--- src/rtl/sm_accumulator.sv ---
// sm_accumulator: saturating sign-magnitude accumulator that sums TERMS input words per request.
// Ports:
//   clk, rst_n          clock and asynchronous active-low reset
//   start               begin a new accumulation (honoured only when idle)
//   in_valid/in_ready   term handshake; in_data is a sign-magnitude term
//   out_valid/out_ready result handshake; out_data is the sign-magnitude sum
//   ovf                 sticky saturation flag, cleared on the next start
//   busy                high while accumulating or holding a result
module sm_accumulator #(
  parameter int size  = 16,
  parameter int TERMS = 8
) (
  input  logic            clk,
  input  logic            rst_n,
  input  logic            start,
  input  logic            in_valid,
  output logic            in_ready,
  input  logic [size-1:0] in_data,
  output logic            out_valid,
  input  logic            out_ready,
  output logic [size-1:0] out_data,
  output logic            ovf,
  output logic            busy
);
  typedef enum logic [1:0] {IDLE, ACC, DONE} state_t;
  state_t state;
  logic [7:0] cnt;
  logic [size-2:0] ma, mi, mag;
  logic [size-1:0] sum;
  logic sa, si, same, sat, sgn;
  // out_data doubles as the accumulator register
  always_comb begin
    ma   = out_data[size-2:0];
    sa   = out_data[size-1];
    mi   = in_data[size-2:0];
    si   = in_data[size-1] & |mi;
    same = sa == si;
    sum  = {1'b0, ma} + {1'b0, mi};
    sat  = same && sum[size-1];
    mag  = same ? (sat ? '1 : sum[size-2:0]) : (ma >= mi ? ma - mi : mi - ma);
    // a zero magnitude is always forced positive
    sgn  = (same ? sa : (ma >= mi ? sa : si)) & |mag;
  end
  always_ff @(posedge clk or negedge rst_n) begin
    if (!rst_n) begin
      state     <= IDLE;
      cnt       <= '0;
      out_data  <= '0;
      ovf       <= 1'b0;
      in_ready  <= 1'b0;
      out_valid <= 1'b0;
      busy      <= 1'b0;
    end else begin
      case (state)
        IDLE: if (start) begin
          state    <= ACC;
          cnt      <= '0;
          out_data <= '0;
          ovf      <= 1'b0;
          in_ready <= 1'b1;
          busy     <= 1'b1;
        end
        ACC: if (in_valid) begin
          out_data <= {sgn, mag};
          ovf      <= ovf | sat;
          cnt      <= cnt + 8'd1;
          if (cnt == 8'(TERMS - 1)) begin
            state     <= DONE;
            in_ready  <= 1'b0;
            out_valid <= 1'b1;
          end
        end
        DONE: if (out_ready) begin
          state     <= IDLE;
          out_valid <= 1'b0;
          busy      <= 1'b0;
        end
        default: state <= IDLE;
      endcase
    end
  end
endmodule

--- config.mk ---
export PLATFORM = sky130hd
export DESIGN_NAME = sm_accumulator
export DESIGN_NICKNAME = d
export VERILOG_FILES = /design/src/rtl/sm_accumulator.sv
export SDC_FILE = /design/constraint.sdc
export NUM_CORES = 1
export LEC_CHECK = 0
export BUFFER_PORTS_ARGS = -buffer_cell sky130_fd_sc_hd__buf_2
export CORE_MARGIN = 2
export CORE_UTILIZATION = 55
export DETAILED_ROUTE_END_ITERATION = 10
export PLACE_DENSITY = 0.79
export SYNTH_ARGS = -nofsm -noshare
export SYNTH_HDL_FRONTEND = slang
export SYNTH_SLANG_ARGS = --single-unit
--- constraint.sdc ---
create_clock -name clk -period 3.2 [get_ports clk]
set_input_delay 0.64 -clock clk [delete_from_list [all_inputs] [get_ports clk]]
set_output_delay 0.64 -clock clk [all_outputs]
set_load 0.1 [all_outputs]
Word level (Yosys, flattened, before mapping)
Cells that the tools add are included.
{ "word_totals": {"reg_bits": 30, "out_inout_bits": 20, "word_cells": 63} }
{ "op_classes": {"magnitude_cmp": 1, "n_bitwise": 3, "reduce_logical": 12, "n_addsub": 4, "n_eq_ne": 8, "mux": 28} }
{ "op_table": {"columns": ["op", "n"], "rows": [
  ["15-bit two-way mux", 3],
  ["16-bit two-way mux", 2],
  ["16-bit case mux with 2 select lines", 1],
  ["15-bit OR reduction", 2],
  ["15-bit subtractor", 2],
  ["15-bit by 15-bit adder with 16-bit output", 1],
  ["8-bit two-way mux", 2],
  ["8-bit case mux with 2 select lines", 1],
  ["15-bit greater-or-equal comparator", 1],
  ["4-bit AND reduction", 3],
  ["1-bit two-way mux", 10],
  ["8-bit by 1-bit adder with 8-bit output (second input constant)", 1],
  ["8-bit by 3-bit equality test with 1-bit output (second input constant)", 1],
  ["2-bit two-way mux", 4],
  ["2-bit inequality test (second input constant)", 4],
  ["1-bit case mux with 2 select lines", 4],
  ["2-bit case mux with 3 select lines", 1],
  ["3-bit AND reduction", 2],
  ["2-bit nonzero test", 3],
  ["1-bit bitwise AND", 2],
  ["2-bit by 1-bit equality test with 1-bit output (second input constant)", 1],
  ["2-bit equality test (second input constant)", 1],
  ["2-bit logical NOT", 1],
  ["1-bit equality test", 1],
  ["other kinds (2)", 2]
]} }

Depth between registers and ports, before layout
Gate-level depths: netlist of the first run.
{ "logic_depth": {"word_depth": 10, "mapped_depth": 13, "ltp_nobuf": 13} }

Worst setup path before layout of the first run
No wires, ideal clock.
{ "synth_timing": {"path_kind": "register -> register", "from": "reg out_data[10]", "to": "reg out_data[15]", "path_buffers": 1, "path_slack_ns": -0.772, "arrival_ns": 3.839, "path_stages_with_launch": 12, "synth_period_minus_slack_ns": 3.972, "required_time_ns": 3.067, "path_cell_list": "dfrtp_1 ha_1 buf_6 a21o_1 o21bai_4 a2111o_1 or4_1 a31oi_1 xnor2_1 or4b_1 nor4_1 a31oi_1"} }
{ "synth_via": {"elab_chain_len": 8} }
{ "synth_lines": {"columns": ["element", "line_no", "source"], "rows": [
  ["start, declared", "21", "output logic [size-1:0] out_data,"],
  ["start signal, assigned", "64", "out_data <= {sgn, mag};"],
  ["15-bit by 15-bit adder with 16-bit output", "38", "sum = {1'b0, ma} + {1'b0, mi};"],
  ["1-bit logical AND", "39", "sat = same && sum[size-1];"],
  ["15-bit two-way mux (2 in a row)", "40", "mag = same ? (sat ? '1 : sum[size-2:0]) : (ma >= mi ? ma - mi : mi - ma);"],
  ["15-bit OR reduction", "42", "sgn = (same ? sa : (ma >= mi ? sa : si)) & |mag;"],
  ["1-bit bitwise AND *", "42", null],
  ["16-bit two-way mux *", "63", "ACC: if (in_valid) begin"],
  ["16-bit case mux with 2 select lines *", "54", "case (state)"]
]} }
Mark *: on every way between the ends. The rest lies on a longest branch, timed or not. The select of a mux whose other input is x is not followed.
A chain may end at the register's enable or synchronous reset.

Final worst setup path of the first run
{ "layout_timing": {"from": "in in_data[5]", "to": "reg out_data[15]"} }
{ "layout_via": {"elab_chain_len": 10} }
{ "layout_lines": {"columns": ["element", "line_no", "source"], "rows": [
  ["start, declared", "18", "input logic [size-1:0] in_data,"],
  ["branches (longest 7 deep; another with 15-bit by 15-bit adder with 16-bit output)", null, null],
  ["1-bit bitwise AND *", "42", null],
  ["16-bit two-way mux *", "63", null],
  ["16-bit case mux with 2 select lines *", "54", null]
]} }
Mark *: on every way between the ends. The select of a mux whose other input is x is not followed.

==> impl_table.tex, run 1 <==
\begin{tabular}{lr}
\hline
Metric & Value \\
\hline
\multicolumn{2}{l}{\textbf{Layout}} \\
\quad Number of filler cells placed in the layout & 376 \\
\quad Diodes inserted & 0 \\
\quad Number of nets in the layout & 740 \\
\quad Area Growth Syn to Fin & 54.7\% \\
\quad Fraction of final layout cells sized beyond drive strength 1 & 44.9\% \\
\quad Post-route standard cell area excluding fillers & 5900 um\^{}2 \\
\quad Flip-flop and latch area & 785 um\^{}2 \\
\quad Area taken by multi-input logic gates & 3280 um\^{}2 \\
\multicolumn{2}{l}{\textbf{Floorplanning}} \\
\quad Vert. Die Dim & 87.3 um \\
\quad Number of top-level pins & 41 \\
\quad Core Footprint & 6760 um\^{}2 \\
\quad Count of standard-cell rows & 30 \\
\quad Die area & 7610 um\^{}2 \\
\quad Chip Width & 87.3 um \\
\quad Initial Utilization & 56.4\% \\
\multicolumn{2}{l}{\textbf{Critical path}} \\
\quad WS Path Type & primary input to flop \\
\quad Critical path data arrival time & 3.64 ns \\
\quad Maximum fanout along the worst path & 8 \\
\quad Reg-to-reg critical path startpoint & out\_data[10] \\
\quad Kind of end point of the critical path & flop \\
\quad Required time at the endpoint of the critical path & 3.37 ns \\
\quad Worst r2r path cells & 12 \\
\quad CP Launch Type & primary input \\
\quad Reg2Reg Capture Point & out\_data[15] \\
\quad Worst setup path start & in\_data[5] \\
\quad Register-to-register setup slack & -0.23 ns \\
\multicolumn{2}{l}{\textbf{Drt}} \\
\quad Routed metal-1 wirelength & 6370 um \\
\quad Routed wl met2 & 8000 um \\
\quad Post-detailed-route count of antenna-violating nets & 0 \\
\quad DRC violation count after routing & 0 \\
\quad Routed WL per cell & 23.3 um \\
\quad Starting DRC count in detailed routing & 722 \\
\quad Detailed-router iteration count before antenna repair & 7 \\
\quad Highest routing layer actually used & met4 \\
\quad Total via count after detailed routing & 5,032 \\
\quad Routed wl met3 & 1970 um \\
\quad Number of vias per cell after detailed routing & 6.73 \\
\quad Aggregate routed wire length & 17,400 um \\
\multicolumn{2}{l}{\textbf{Logic synthesis}} \\
\quad Cell accounting for the most synthesized area & sky130\_fd\_sc\_hd\_\_dfrtp\_1 \\
\quad Number of nets produced by synthesis & 551 \\
\quad Synthesized area per cell & 7.98 um\^{}2 \\
\quad Register area share after synthesis & 19.7\% \\
\quad Most numerous cell types in the synthesized netlist & sky130\_fd\_sc\_hd\_\_ha\_1 (49), sky130\_fd\_sc\_hd\_\_inv\_1 (46), sky130\_fd\_sc\_hd\_\_a21oi\_1 (40) \\
\quad Cells taking the most area after synthesis & sky130\_fd\_sc\_hd\_\_dfrtp\_1 (20\%), sky130\_fd\_sc\_hd\_\_ha\_1 (16\%), sky130\_fd\_sc\_hd\_\_a21oi\_1 (5.3\%) \\
\quad Netlist area before placement & 3810 um\^{}2 \\
\quad Library cells used by synthesis & 67 \\
\quad Post-synth top area share & 19.7\% \\
\quad Ys Warns & 0 \\
\quad Most used standard cell by instance count after synthesis & sky130\_fd\_sc\_hd\_\_ha\_1 \\
\quad Total of flip-flops plus latches after synthesis & 30 \\
\quad Mapped Cells & 478 \\
\quad Number of flops mapped to enable cells by yosys & 0 \\
\quad Most common flop cell mapped by yosys & sky130\_fd\_sc\_hd\_\_dfrtp\_1 \\
\quad Share of flip-flops with an asynchronous set or reset after synthesis & 100\% \\
\multicolumn{2}{l}{\textbf{Timing}} \\
\quad Normalized max-slew margin & 25.8\% \\
\quad Max Clock Skew & 0.0127 ns \\
\quad Number of slew-limit violations in the final report & 0 \\
\quad Number of endpoints with negative hold slack in the final report & 0 \\
\quad Maximum clock frequency & 289 MHz \\
\quad Fin crit period & 3.47 ns \\
\quad Final setup margin & -0.266 ns \\
\quad Period utilization & 108\% \\
\quad Endpoints failing setup & 1 \\
\quad RSZ-0062 raised after global routing & true \\
\quad Worst-margin pin slew & 1.11 ns \\
\multicolumn{2}{l}{\textbf{Clock network}} \\
\quad Total clock sinks & 30 \\
\quad Total clock buffers created by CTS & 5 \\
\quad Later-pin clock latency in the skew report & 0.29 ns \\
\quad H-tree levels & 2 \\
\quad CTS tree & done \\
\quad Longest Clk Path Bufs & 2 \\
\quad Clock-pin slew on the worst setup and hold paths & 0.08 ns \\
\quad Clock root buffer master & sky130\_fd\_sc\_hd\_\_clkbuf\_8 \\
\quad Number of buffers inserted by hold repair at cts & 0 \\
\multicolumn{2}{l}{\textbf{Placed design}} \\
\quad Port buffer count & 40 \\
\quad Area after DPL & 5210 um\^{}2 \\
\quad Routability-driven placement congestion ratio & 0.995 \\
\quad Dpl hpwl & 12,200 um \\
\multicolumn{2}{l}{\textbf{Outcome}} \\
\quad Result of the run & finished, violations left \\
\quad Failing checks & negative setup slack \\
\multicolumn{2}{l}{\textbf{Global routing}} \\
\quad Global-route wire length before repair & 24,200 um \\
\quad Vias in the first global route & 4,672 \\
\quad Grt ovf & 0 \\
\quad Largest net degree at the start of global routing & 31 \\
\quad Combined global-route utilization of all metal layers & 42.0\% \\
\quad Initial antenna violation count & 0 \\
\multicolumn{2}{l}{\textbf{Hold path}} \\
\quad Path category of the worst min-delay check & primary input to asynchronous set/reset pin \\
\multicolumn{2}{l}{\textbf{Run}} \\
\quad Max\_cap viols & 0 \\
\hline
\end{tabular}
## kinds of logic (layout without fill, tap and decap cells)
logic type	count (synthesis)	in the layout	share of synthesized area (%)
AO/OA/AOI/OAI	163	163	30.6
multiplexers	8	8	2.10
AND/OR/NAND/NOR	149	149	20.6
buffers and inverters	65	255	6.86
XOR/XNOR	11	11	2.53
flip-flops	30	30	19.7
adder cells (fa/ha/maj)	52	52	17.7
## sequential cells by signal (all words and copies together) (netlist names)
name / cells
ovf: 1
in_ready: 1
out_valid: 1
cnt: 8
busy: 1
out_data: 16
state: 2
## worst max path at each step
stage                        end  slack, ns  cells after the start
global route        out_data[15]      -0.37                     16
detailed placement  out_data[15]      -0.66                     12
finish              out_data[15]      -0.27                     14
CTS                 out_data[15]      -0.17                     13
floorplan           out_data[15]      -0.29                     12
global placement    out_data[15]      -0.60                     12
## stage by stage
| stage | util, % | setup slack [ns] | hold slack (ns) | TNS (ns) | instances |
|---|---|---|---|---|---|
| after floorplan | - | -0.286 | 0.344 | -0.286 | 478 |
| after global placement | 77.1 | -0.595 | 0.457 | -2.54 | 728 |
| after detailed placement | 77.1 | -0.662 | 0.464 | -3.02 | 728 |
| after CTS | 82.4 | -0.166 | 0.403 | -0.166 | 744 |
| after global routing | 87.3 | -0.366 | 0.461 | -0.534 | 748 |
| final | 87.3 | -0.266 | 0.403 | -0.266 | 748 |
## per-layer routing
metal,up-vias,global-route usage (%)
li1,2145,-
met1,2349,55.5
met2,418,66.8
met3,120,6.92
met4,0,20.0
met5,-,0
## cell usage in the layout, fill, tap and decap left out, types with 6 or more instances in the layout
| master | instances |
|---|---|
| sky130_fd_sc_hd__dfrtp_2 | 9 |
| sky130_fd_sc_hd__ha_1 | 37 |
| sky130_fd_sc_hd__a21oi_2 | 6 |
| sky130_fd_sc_hd__nand2_1 | 35 |
| sky130_fd_sc_hd__inv_1 | 44 |
| sky130_fd_sc_hd__nor4_1 | 7 |
| sky130_fd_sc_hd__o211ai_1 | 8 |
| sky130_fd_sc_hd__buf_2 | 37 |
| sky130_fd_sc_hd__o21ai_0 | 24 |
| sky130_fd_sc_hd__nor3_1 | 7 |
| sky130_fd_sc_hd__dfrtp_1 | 15 |
| sky130_fd_sc_hd__buf_4 | 153 |
| sky130_fd_sc_hd__clkbuf_8 | 6 |
| sky130_fd_sc_hd__ha_4 | 12 |
| sky130_fd_sc_hd__nand2b_1 | 6 |
| sky130_fd_sc_hd__nor2_1 | 29 |
| sky130_fd_sc_hd__a31oi_1 | 11 |
| sky130_fd_sc_hd__o21bai_1 | 6 |
| sky130_fd_sc_hd__and3_1 | 9 |
| sky130_fd_sc_hd__a21oi_1 | 32 |
| sky130_fd_sc_hd__dfrtp_4 | 6 |
| sky130_fd_sc_hd__a21o_1 | 7 |
| sky130_fd_sc_hd__nand3_1 | 16 |
| sky130_fd_sc_hd__buf_6 | 10 |
| sky130_fd_sc_hd__mux2i_1 | 7 |
## worst max-delay path, stage by stage
cell and delay (ns):
sky130_fd_sc_hd__buf_2 0.15, sky130_fd_sc_hd__inv_1 0.09, sky130_fd_sc_hd__ha_4 0.30, sky130_fd_sc_hd__nand4_4 0.14
sky130_fd_sc_hd__nor4_4 0.39, sky130_fd_sc_hd__a2111oi_4 0.11, sky130_fd_sc_hd__buf_4 0.17, sky130_fd_sc_hd__buf_6 0.14
sky130_fd_sc_hd__and3_1 0.19, sky130_fd_sc_hd__or3_1 0.36, sky130_fd_sc_hd__a32oi_1 0.36, sky130_fd_sc_hd__nand4_1 0.22
sky130_fd_sc_hd__nor4_4 0.26, sky130_fd_sc_hd__a31oi_1 0.12
## cell type report
type,count,area share (%)
Multi-Input combinational cell,383,55.6
Timing Repair Buffer,201,24.9
Sequential cell,30,13.3
Inverter,46,2.97
Tap cell,80,1.70
Clock buffer,6,1.40
Clock inverter,2,0.212
## repair_timing
action	4_1_cts	5_1_grt
pin swaps	20	19
cloned	0	0
setup endpoints to repair	6	9
setup buffers	8	6
resized for setup	38	60
Power of run 1 is left out: the tool's default activity adds up to more than one toggle a clock period on the data nets, which glitch-free logic cannot reach.
==> run 2: changes to the inputs <==
--- a/config.mk
+++ b/config.mk
@@ -6,6 +6,7 @@
 export NUM_CORES = 1
 export LEC_CHECK = 0
 export BUFFER_PORTS_ARGS = -buffer_cell sky130_fd_sc_hd__buf_2
+export CORE_ASPECT_RATIO = 0.9
 export CORE_MARGIN = 2
 export CORE_UTILIZATION = 55
 export DETAILED_ROUTE_END_ITERATION = 10
==> impl_table.tex, run 2 (same netlist as run 1, synthesis figures left out) <==
\begin{tabular}{lr}
\hline
Metric & Value \\
\hline
\multicolumn{2}{l}{\textbf{Critical path}} \\
\quad WS Path Type & primary input to flop \\
\quad Top cell by count, worst path & sky130\_fd\_sc\_hd\_\_o311a\_1 \\
\quad Crit-path slowest cell & sky130\_fd\_sc\_hd\_\_or4b\_4 \\
\quad CP Launch Type & primary input \\
\quad Kind of end point of the critical path & flop \\
\quad Required time at the endpoint of the critical path & 3.38 ns (about the same) \\
\quad Critical path data arrival time & 3.55 ns (-0.09 ns) \\
\quad Critical path cell sequence & buf\_4, inv\_2, ha\_4, nand4\_1, nor4\_4, a2111o\_1, o211ai\_1, o311a\_1, o311a\_1, or4b\_4, nor4\_2, a31oi\_1 \\
\quad Cell family contributing the most delay on the critical path & simple AND/OR/NAND/NOR gates \\
\quad Number of buffer and inverter instances along the worst setup path & 2 (-2) \\
\quad Maximum fanout along the worst path & 7 (-1) \\
\quad Crit-path max cell delay & 0.50 ns (+0.11 ns) \\
\multicolumn{2}{l}{\textbf{Timing}} \\
\quad Setup TNS after final layout & -0.283 ns (-0.0167 ns) \\
\quad Normalized max-slew margin & 48.1\% (+22 points) \\
\quad Max Clock Skew & 0.0125 ns (-0.000165 ns) \\
\quad Endpoints failing setup & 4 (+3) \\
\quad Final setup margin & -0.168 ns (+0.0983 ns) \\
\quad Period utilization & 105\% (-3.1 points) \\
\quad Number of endpoints with negative hold slack in the final report & 0 (unchanged) \\
\quad Fin crit period & 3.37 ns (-0.0983 ns) \\
\quad Maximum clock frequency & 297 MHz (+2.9\%) \\
\quad Number of slew-limit violations in the final report & 0 (unchanged) \\
\quad RSZ-0062 raised after global routing & true \\
\quad Worst-margin pin slew & 0.778 ns (-0.331 ns) \\
\quad Worst hold slack across all endpoints & 0.407 ns (+0.00407 ns) \\
\multicolumn{2}{l}{\textbf{Drt}} \\
\quad Routed metal-1 wirelength & 6510 um (+2.2\%) \\
\quad Number of vias per cell after detailed routing & 6.84 (+1.7\%) \\
\quad Post-detailed-route count of antenna-violating nets & 0 (unchanged) \\
\quad Aggregate routed wire length & 18,400 um (+5.5\%) \\
\quad DRC violation count after routing & 0 (unchanged) \\
\quad Routed WL per cell & 23.9 um (+2.9\%) \\
\quad Starting DRC count in detailed routing & 775 (+7.3\%) \\
\quad Detailed-router iteration count before antenna repair & 6 (-1) \\
\quad Highest routing layer actually used & met4 \\
\quad Total via count after detailed routing & 5,247 (+4.3\%) \\
\quad Routed wl met2 & 8190 um (+2.3\%) \\
\quad Routed wl met3 & 2250 um (+14\%) \\
\multicolumn{2}{l}{\textbf{Layout}} \\
\quad Largest registers & out\_data: 16 flops, cnt: 8 flops, state: 2 flops \\
\quad Fraction of final layout cells sized beyond drive strength 1 & 46.8\% (+1.9 points) \\
\quad Flip-flop count of the largest register after layout & 16 (unchanged) \\
\quad Commonest cells after routing, fill and taps aside & sky130\_fd\_sc\_hd\_\_buf\_4 (167), sky130\_fd\_sc\_hd\_\_inv\_1 (38), sky130\_fd\_sc\_hd\_\_nand2\_1 (34) \\
\quad Most flop-heavy register & out\_data \\
\quad Diodes inserted & 0 (unchanged) \\
\quad Number of filler cells placed in the layout & 326 (-13\%) \\
\quad Area Growth Syn to Fin & 56.0\% \\
\quad Number of nets in the layout & 749 (+1.2\%) \\
\quad Number of standard cells in the final layout excluding fillers & 767 (+2.5\%) \\
\quad Most common library cell in the layout ignoring fill and taps & sky130\_fd\_sc\_hd\_\_buf\_4 \\
\quad Post-route standard cell area excluding fillers & 5950 um\^{}2 (+0.83\%) \\
\multicolumn{2}{l}{\textbf{Clock network}} \\
\quad Longest Clk Path Bufs & 2 (unchanged) \\
\quad Clock-pin slew on the worst setup and hold paths & 0.09 ns (about the same) \\
\quad Total clock buffers created by CTS & 5 (unchanged) \\
\quad Number of buffers inserted by hold repair at cts & 0 (unchanged) \\
\quad CTS tree & done \\
\quad H-tree levels & 2 (unchanged) \\
\quad Clock root buffer master & sky130\_fd\_sc\_hd\_\_clkbuf\_8 \\
\quad Later-pin clock latency in the skew report & 0.31 ns (+0.02 ns) \\
\quad Total clock sinks & 30 (unchanged) \\
\multicolumn{2}{l}{\textbf{Hold path}} \\
\quad Path category of the worst min-delay check & primary input to asynchronous set/reset pin \\
\multicolumn{2}{l}{\textbf{Floorplanning}} \\
\quad Initial Utilization & 57.3\% (+0.85 points) \\
\quad Chip Width & 91.8 um (+5.2\%) \\
\quad Core Footprint & 6660 um\^{}2 (-1.5\%) \\
\quad Number of top-level pins & 41 (unchanged) \\
\quad Die area & 7610 um\^{}2 (about the same) \\
\quad Vert. Die Dim & 83.0 um (-4.9\%) \\
\quad Count of standard-cell rows & 28 (-6.7\%) \\
\multicolumn{2}{l}{\textbf{Global routing}} \\
\quad Initial antenna violation count & 0 (unchanged) \\
\quad Largest net degree at the start of global routing & 31 (unchanged) \\
\quad Global-route wire length before repair & 26,100 um (+8.2\%) \\
\quad Combined global-route utilization of all metal layers & 44.1\% (+2.1 points) \\
\quad Vias in the first global route & 5,005 (+7.1\%) \\
\quad Grt ovf & 0 (unchanged) \\
\multicolumn{2}{l}{\textbf{Run}} \\
\quad Max\_cap viols & 0 (unchanged) \\
\multicolumn{2}{l}{\textbf{Outcome}} \\
\quad Failing checks & negative setup slack \\
\quad Result of the run & finished, violations left \\
\multicolumn{2}{l}{\textbf{Placed design}} \\
\quad Area after DPL & 5210 um\^{}2 (about the same) \\
\quad Dpl hpwl & 12,600 um (+2.8\%) \\
\quad Port buffer count & 40 (unchanged) \\
\quad Routability-driven placement congestion ratio & 1.02 (+2.3\%) \\
\quad DP Cell Count & 736 (+1.1\%) \\
\hline
\end{tabular}
[run 2: changes by cell type in the layout (fill, tap and decap cells not counted), sizes merged]
cell | previous run | this run
buf | 201 | 210
[run 2: layout make-up]
class	instances	area [um^2]	share of cell area [%]
Timing Repair Buffer	210	1540	25.9
Clock buffer	6	82.6	1.39
Tap cell	90	113	1.89
Sequential cell	30	785	13.2
Multi-Input combinational cell	383	3240	54.5
Clock inverter	2	12.5	0.210
Inverter	46	175	2.94
[run 2: final timing paths]
check / startpoint / endpoint / slack [ns] / cells after the start
hold reg to reg: in_ready / in_ready / 0.48 / 2
max in group asynchronous: rst_n / out_data[4] / 2.22 / 1
min in group clk: in_ready / in_ready / 0.48 / 2
setup reg to reg: out_data[10] / out_data[15] / -0.15 / 10
hold / removal: rst_n / out_data[14] / 0.41 / 1
setup / recovery: in_data[11] / out_data[15] / -0.17 / 12
[run 2: what timing repair did]
action | 4_1_cts | 5_1_grt
endpoints found under the setup margin | 6 | 6
gates resized for setup | 67 | 31
pin swaps | 38 | 18
buffers inserted | 18 | 7
gates cloned | 0 | 0
[run 2: through the flow]
stage               util [%]  worst slack, ns
floorplan                  -           -0.286
CTS                     86.4          -0.0427
finish                  89.4           -0.168
detailed placement      78.3           -0.761
global route            89.4           -0.258
global placement        78.3           -0.694
[run 2: layer usage]
metal	vias to the layer above	GRT usage, %
li1	2161	-
met1	2446	53.9
met2	488	72.5
met3	152	9.44
met4	0	23.5
met5	-	0
Power of run 2 is left out for the same reason.
==> run 3: changes to the inputs <==
--- a/config.mk
+++ b/config.mk
@@ -7,9 +7,10 @@
 export LEC_CHECK = 0
 export BUFFER_PORTS_ARGS = -buffer_cell sky130_fd_sc_hd__buf_2
 export CORE_ASPECT_RATIO = 0.9
-export CORE_MARGIN = 2
+export CORE_MARGIN = 1.5
 export CORE_UTILIZATION = 55
 export DETAILED_ROUTE_END_ITERATION = 10
+export GPL_TIMING_DRIVEN = 0
 export PLACE_DENSITY = 0.79
 export SYNTH_ARGS = -nofsm -noshare
 export SYNTH_HDL_FRONTEND = slang
==> impl_table.tex, run 3 (same netlist as run 1, synthesis figures left out) <==
\begin{tabular}{lr}
\hline
Metric & Value \\
\hline
\multicolumn{2}{l}{\textbf{Drt}} \\
\quad DRC violation count after routing & 0 (unchanged) \\
\quad Starting DRC count in detailed routing & 588 (-24\%) \\
\quad Total via count after detailed routing & 4,638 (-12\%) \\
\quad Aggregate routed wire length & 14,800 um (-20\%) \\
\quad Detailed-router iteration count before antenna repair & 8 (+2) \\
\quad Post-detailed-route count of antenna-violating nets & 0 (unchanged) \\
\quad Routed WL per cell & 21.8 um (-9.0\%) \\
\quad Number of vias per cell after detailed routing & 6.84 (about the same) \\
\multicolumn{2}{l}{\textbf{Global routing}} \\
\quad Combined global-route utilization of all metal layers & 36.6\% (-7.5 points) \\
\quad Grt ovf & 0 (unchanged) \\
\quad Largest net degree at the start of global routing & 31 (unchanged) \\
\quad Initial antenna violation count & 0 (unchanged) \\
\quad Vias in the first global route & 4,120 (-18\%) \\
\quad Global-route wire length before repair & 21,100 um (-19\%) \\
\multicolumn{2}{l}{\textbf{Layout}} \\
\quad Most common library cell in the layout ignoring fill and taps & sky130\_fd\_sc\_hd\_\_buf\_4 \\
\quad Largest registers & out\_data: 16 flops, cnt: 8 flops, state: 2 flops \\
\quad Commonest cells after routing, fill and taps aside & sky130\_fd\_sc\_hd\_\_buf\_4 (63), sky130\_fd\_sc\_hd\_\_inv\_1 (40), sky130\_fd\_sc\_hd\_\_ha\_1 (35) \\
\quad Post-route standard cell area excluding fillers & 5250 um\^{}2 (-12\%) \\
\quad Fraction of final layout cells sized beyond drive strength 1 & 35.0\% (-12 points) \\
\quad Area Growth Syn to Fin & 37.6\% \\
\quad Flip-flop count of the largest register after layout & 16 (unchanged) \\
\quad Most flop-heavy register & out\_data \\
\quad Number of nets in the layout & 660 (-12\%) \\
\quad Diodes inserted & 0 (unchanged) \\
\multicolumn{2}{l}{\textbf{Placed design}} \\
\quad Port buffer count & 40 (unchanged) \\
\quad Area after DPL & 4180 um\^{}2 (-20\%) \\
\quad Dpl hpwl & 9550 um (-24\%) \\
\quad Routability-driven placement congestion ratio & 0.980 (-3.8\%) \\
\multicolumn{2}{l}{\textbf{Timing}} \\
\quad Maximum clock frequency & 287 MHz (-3.5\%) \\
\quad Worst-margin pin slew & 0.876 ns (+0.0971 ns) \\
\quad Fin crit period & 3.49 ns (+0.121 ns) \\
\quad Normalized max-slew margin & 40.9\% (-7.2 points) \\
\quad Endpoints failing setup & 4 (unchanged) \\
\quad Max Clock Skew & 0.0138 ns (+0.00129 ns) \\
\quad Period utilization & 109\% (+3.8 points) \\
\quad Number of slew-limit violations in the final report & 0 (unchanged) \\
\quad Number of endpoints with negative hold slack in the final report & 0 (unchanged) \\
\quad RSZ-0062 raised after global routing & true \\
\quad Final setup margin & -0.289 ns (-0.121 ns) \\
\multicolumn{2}{l}{\textbf{Floorplanning}} \\
\quad Chip Width & 90.8 um (-1.1\%) \\
\quad Core Footprint & 6660 um\^{}2 (unchanged) \\
\quad Die area & 7440 um\^{}2 (-2.3\%) \\
\quad Number of top-level pins & 41 (unchanged) \\
\quad Vert. Die Dim & 82.0 um (-1.2\%) \\
\quad Initial Utilization & 57.3\% (unchanged) \\
\quad Count of standard-cell rows & 28 (unchanged) \\
\multicolumn{2}{l}{\textbf{Critical path}} \\
\quad Maximum fanout along the worst path & 5 (-2) \\
\quad Kind of end point of the critical path & flop \\
\quad Critical path data arrival time & 3.65 ns (+0.10 ns) \\
\quad Required time at the endpoint of the critical path & 3.36 ns (-0.02 ns) \\
\quad WS Path Type & flop to flop \\
\quad CP Launch Type & flop \\
\multicolumn{2}{l}{\textbf{Outcome}} \\
\quad Failing checks & negative setup slack \\
\quad Result of the run & finished, violations left \\
\multicolumn{2}{l}{\textbf{Clock network}} \\
\quad Total clock sinks & 30 (unchanged) \\
\quad H-tree levels & 2 (unchanged) \\
\quad CTS tree & done \\
\quad Longest Clk Path Bufs & 2 (unchanged) \\
\quad Clock root buffer master & sky130\_fd\_sc\_hd\_\_clkbuf\_8 \\
\quad Number of buffers inserted by hold repair at cts & 0 (unchanged) \\
\quad Later-pin clock latency in the skew report & 0.29 ns (-0.02 ns) \\
\quad Total clock buffers created by CTS & 5 (unchanged) \\
\quad Clock-pin slew on the worst setup and hold paths & 0.07 ns (-0.02 ns) \\
\multicolumn{2}{l}{\textbf{Hold path}} \\
\quad Path category of the worst min-delay check & primary input to asynchronous set/reset pin \\
\multicolumn{2}{l}{\textbf{Run}} \\
\quad Max\_cap viols & 0 (unchanged) \\
\hline
\end{tabular}
run 3: cell type report:
class                   count  area [um^2]
multi-input cells         383         3200
plain buffers              16          101
inverters                  46          178
repair buffers            105          757
clock buffers               5         68.8
flip-flops and latches     30          785
clock inverters             3         40.0
well taps                  90          113
fillers                   439         1410
run 3: stage by stage:
step	util (%)	hold slack [ns]	instances	setup slack [ns]	TNS, ns
floorplan	-	0.344	478	-0.286	-0.286
global placement	62.8	0.458	608	-1.05	-5.46
detailed placement	62.8	0.475	608	-1.07	-6.18
CTS	73.3	0.403	656	-0.190	-0.190
global route	78.8	0.451	678	-0.358	-0.633
finish	78.8	0.381	678	-0.289	-0.539
run 3: final timing paths:
| kind | start | to | slack (ns) | depth (start not counted) |
|---|---|---|---|---|
| max | out_data[10] | out_data[15] | -0.29 | 11 |
| min | rst_n | out_data[12] | 0.38 | 1 |
| max reg2reg | out_data[10] | out_data[15] | -0.29 | 11 |
| min reg2reg | out_valid | out_valid | 0.49 | 2 |
| max in group asynchronous | rst_n | out_data[2] | 2.31 | 1 |
| min in group clk | out_valid | out_valid | 0.49 | 2 |
run 3: what timing repair did:
| action | in CTS | in global routing |
|---|---|---|
| pin swaps | 38 | 35 |
| buffers inserted | 44 | 23 |
| resized for setup | 61 | 51 |
| endpoints found under the setup margin | 10 | 6 |
run 3: worst max-delay path, cell delays in order (launching register included):
cell and delay (ns):
sky130_fd_sc_hd__dfrtp_4 0.51, sky130_fd_sc_hd__ha_4 0.24, sky130_fd_sc_hd__a21o_1 0.20, sky130_fd_sc_hd__o21bai_4 0.20
sky130_fd_sc_hd__a2111o_1 0.44, sky130_fd_sc_hd__buf_6 0.16, sky130_fd_sc_hd__or4_1 0.39, sky130_fd_sc_hd__a31oi_1 0.21
sky130_fd_sc_hd__xnor2_1 0.17, sky130_fd_sc_hd__or4b_4 0.50, sky130_fd_sc_hd__nor4_4 0.23, sky130_fd_sc_hd__a31oi_1 0.11
run 3: routing by layer:
metal  up-vias  global-route usage, %  part of all wire [%]
met3       105                   5.74                    13
met2       400                   60.1                    43
met1      2152                   47.7                    38
met5         -                      0                     0
li1       1981                      -                     -
met4         0                   17.1                   5.6
Power of run 3 is left out for the same reason.
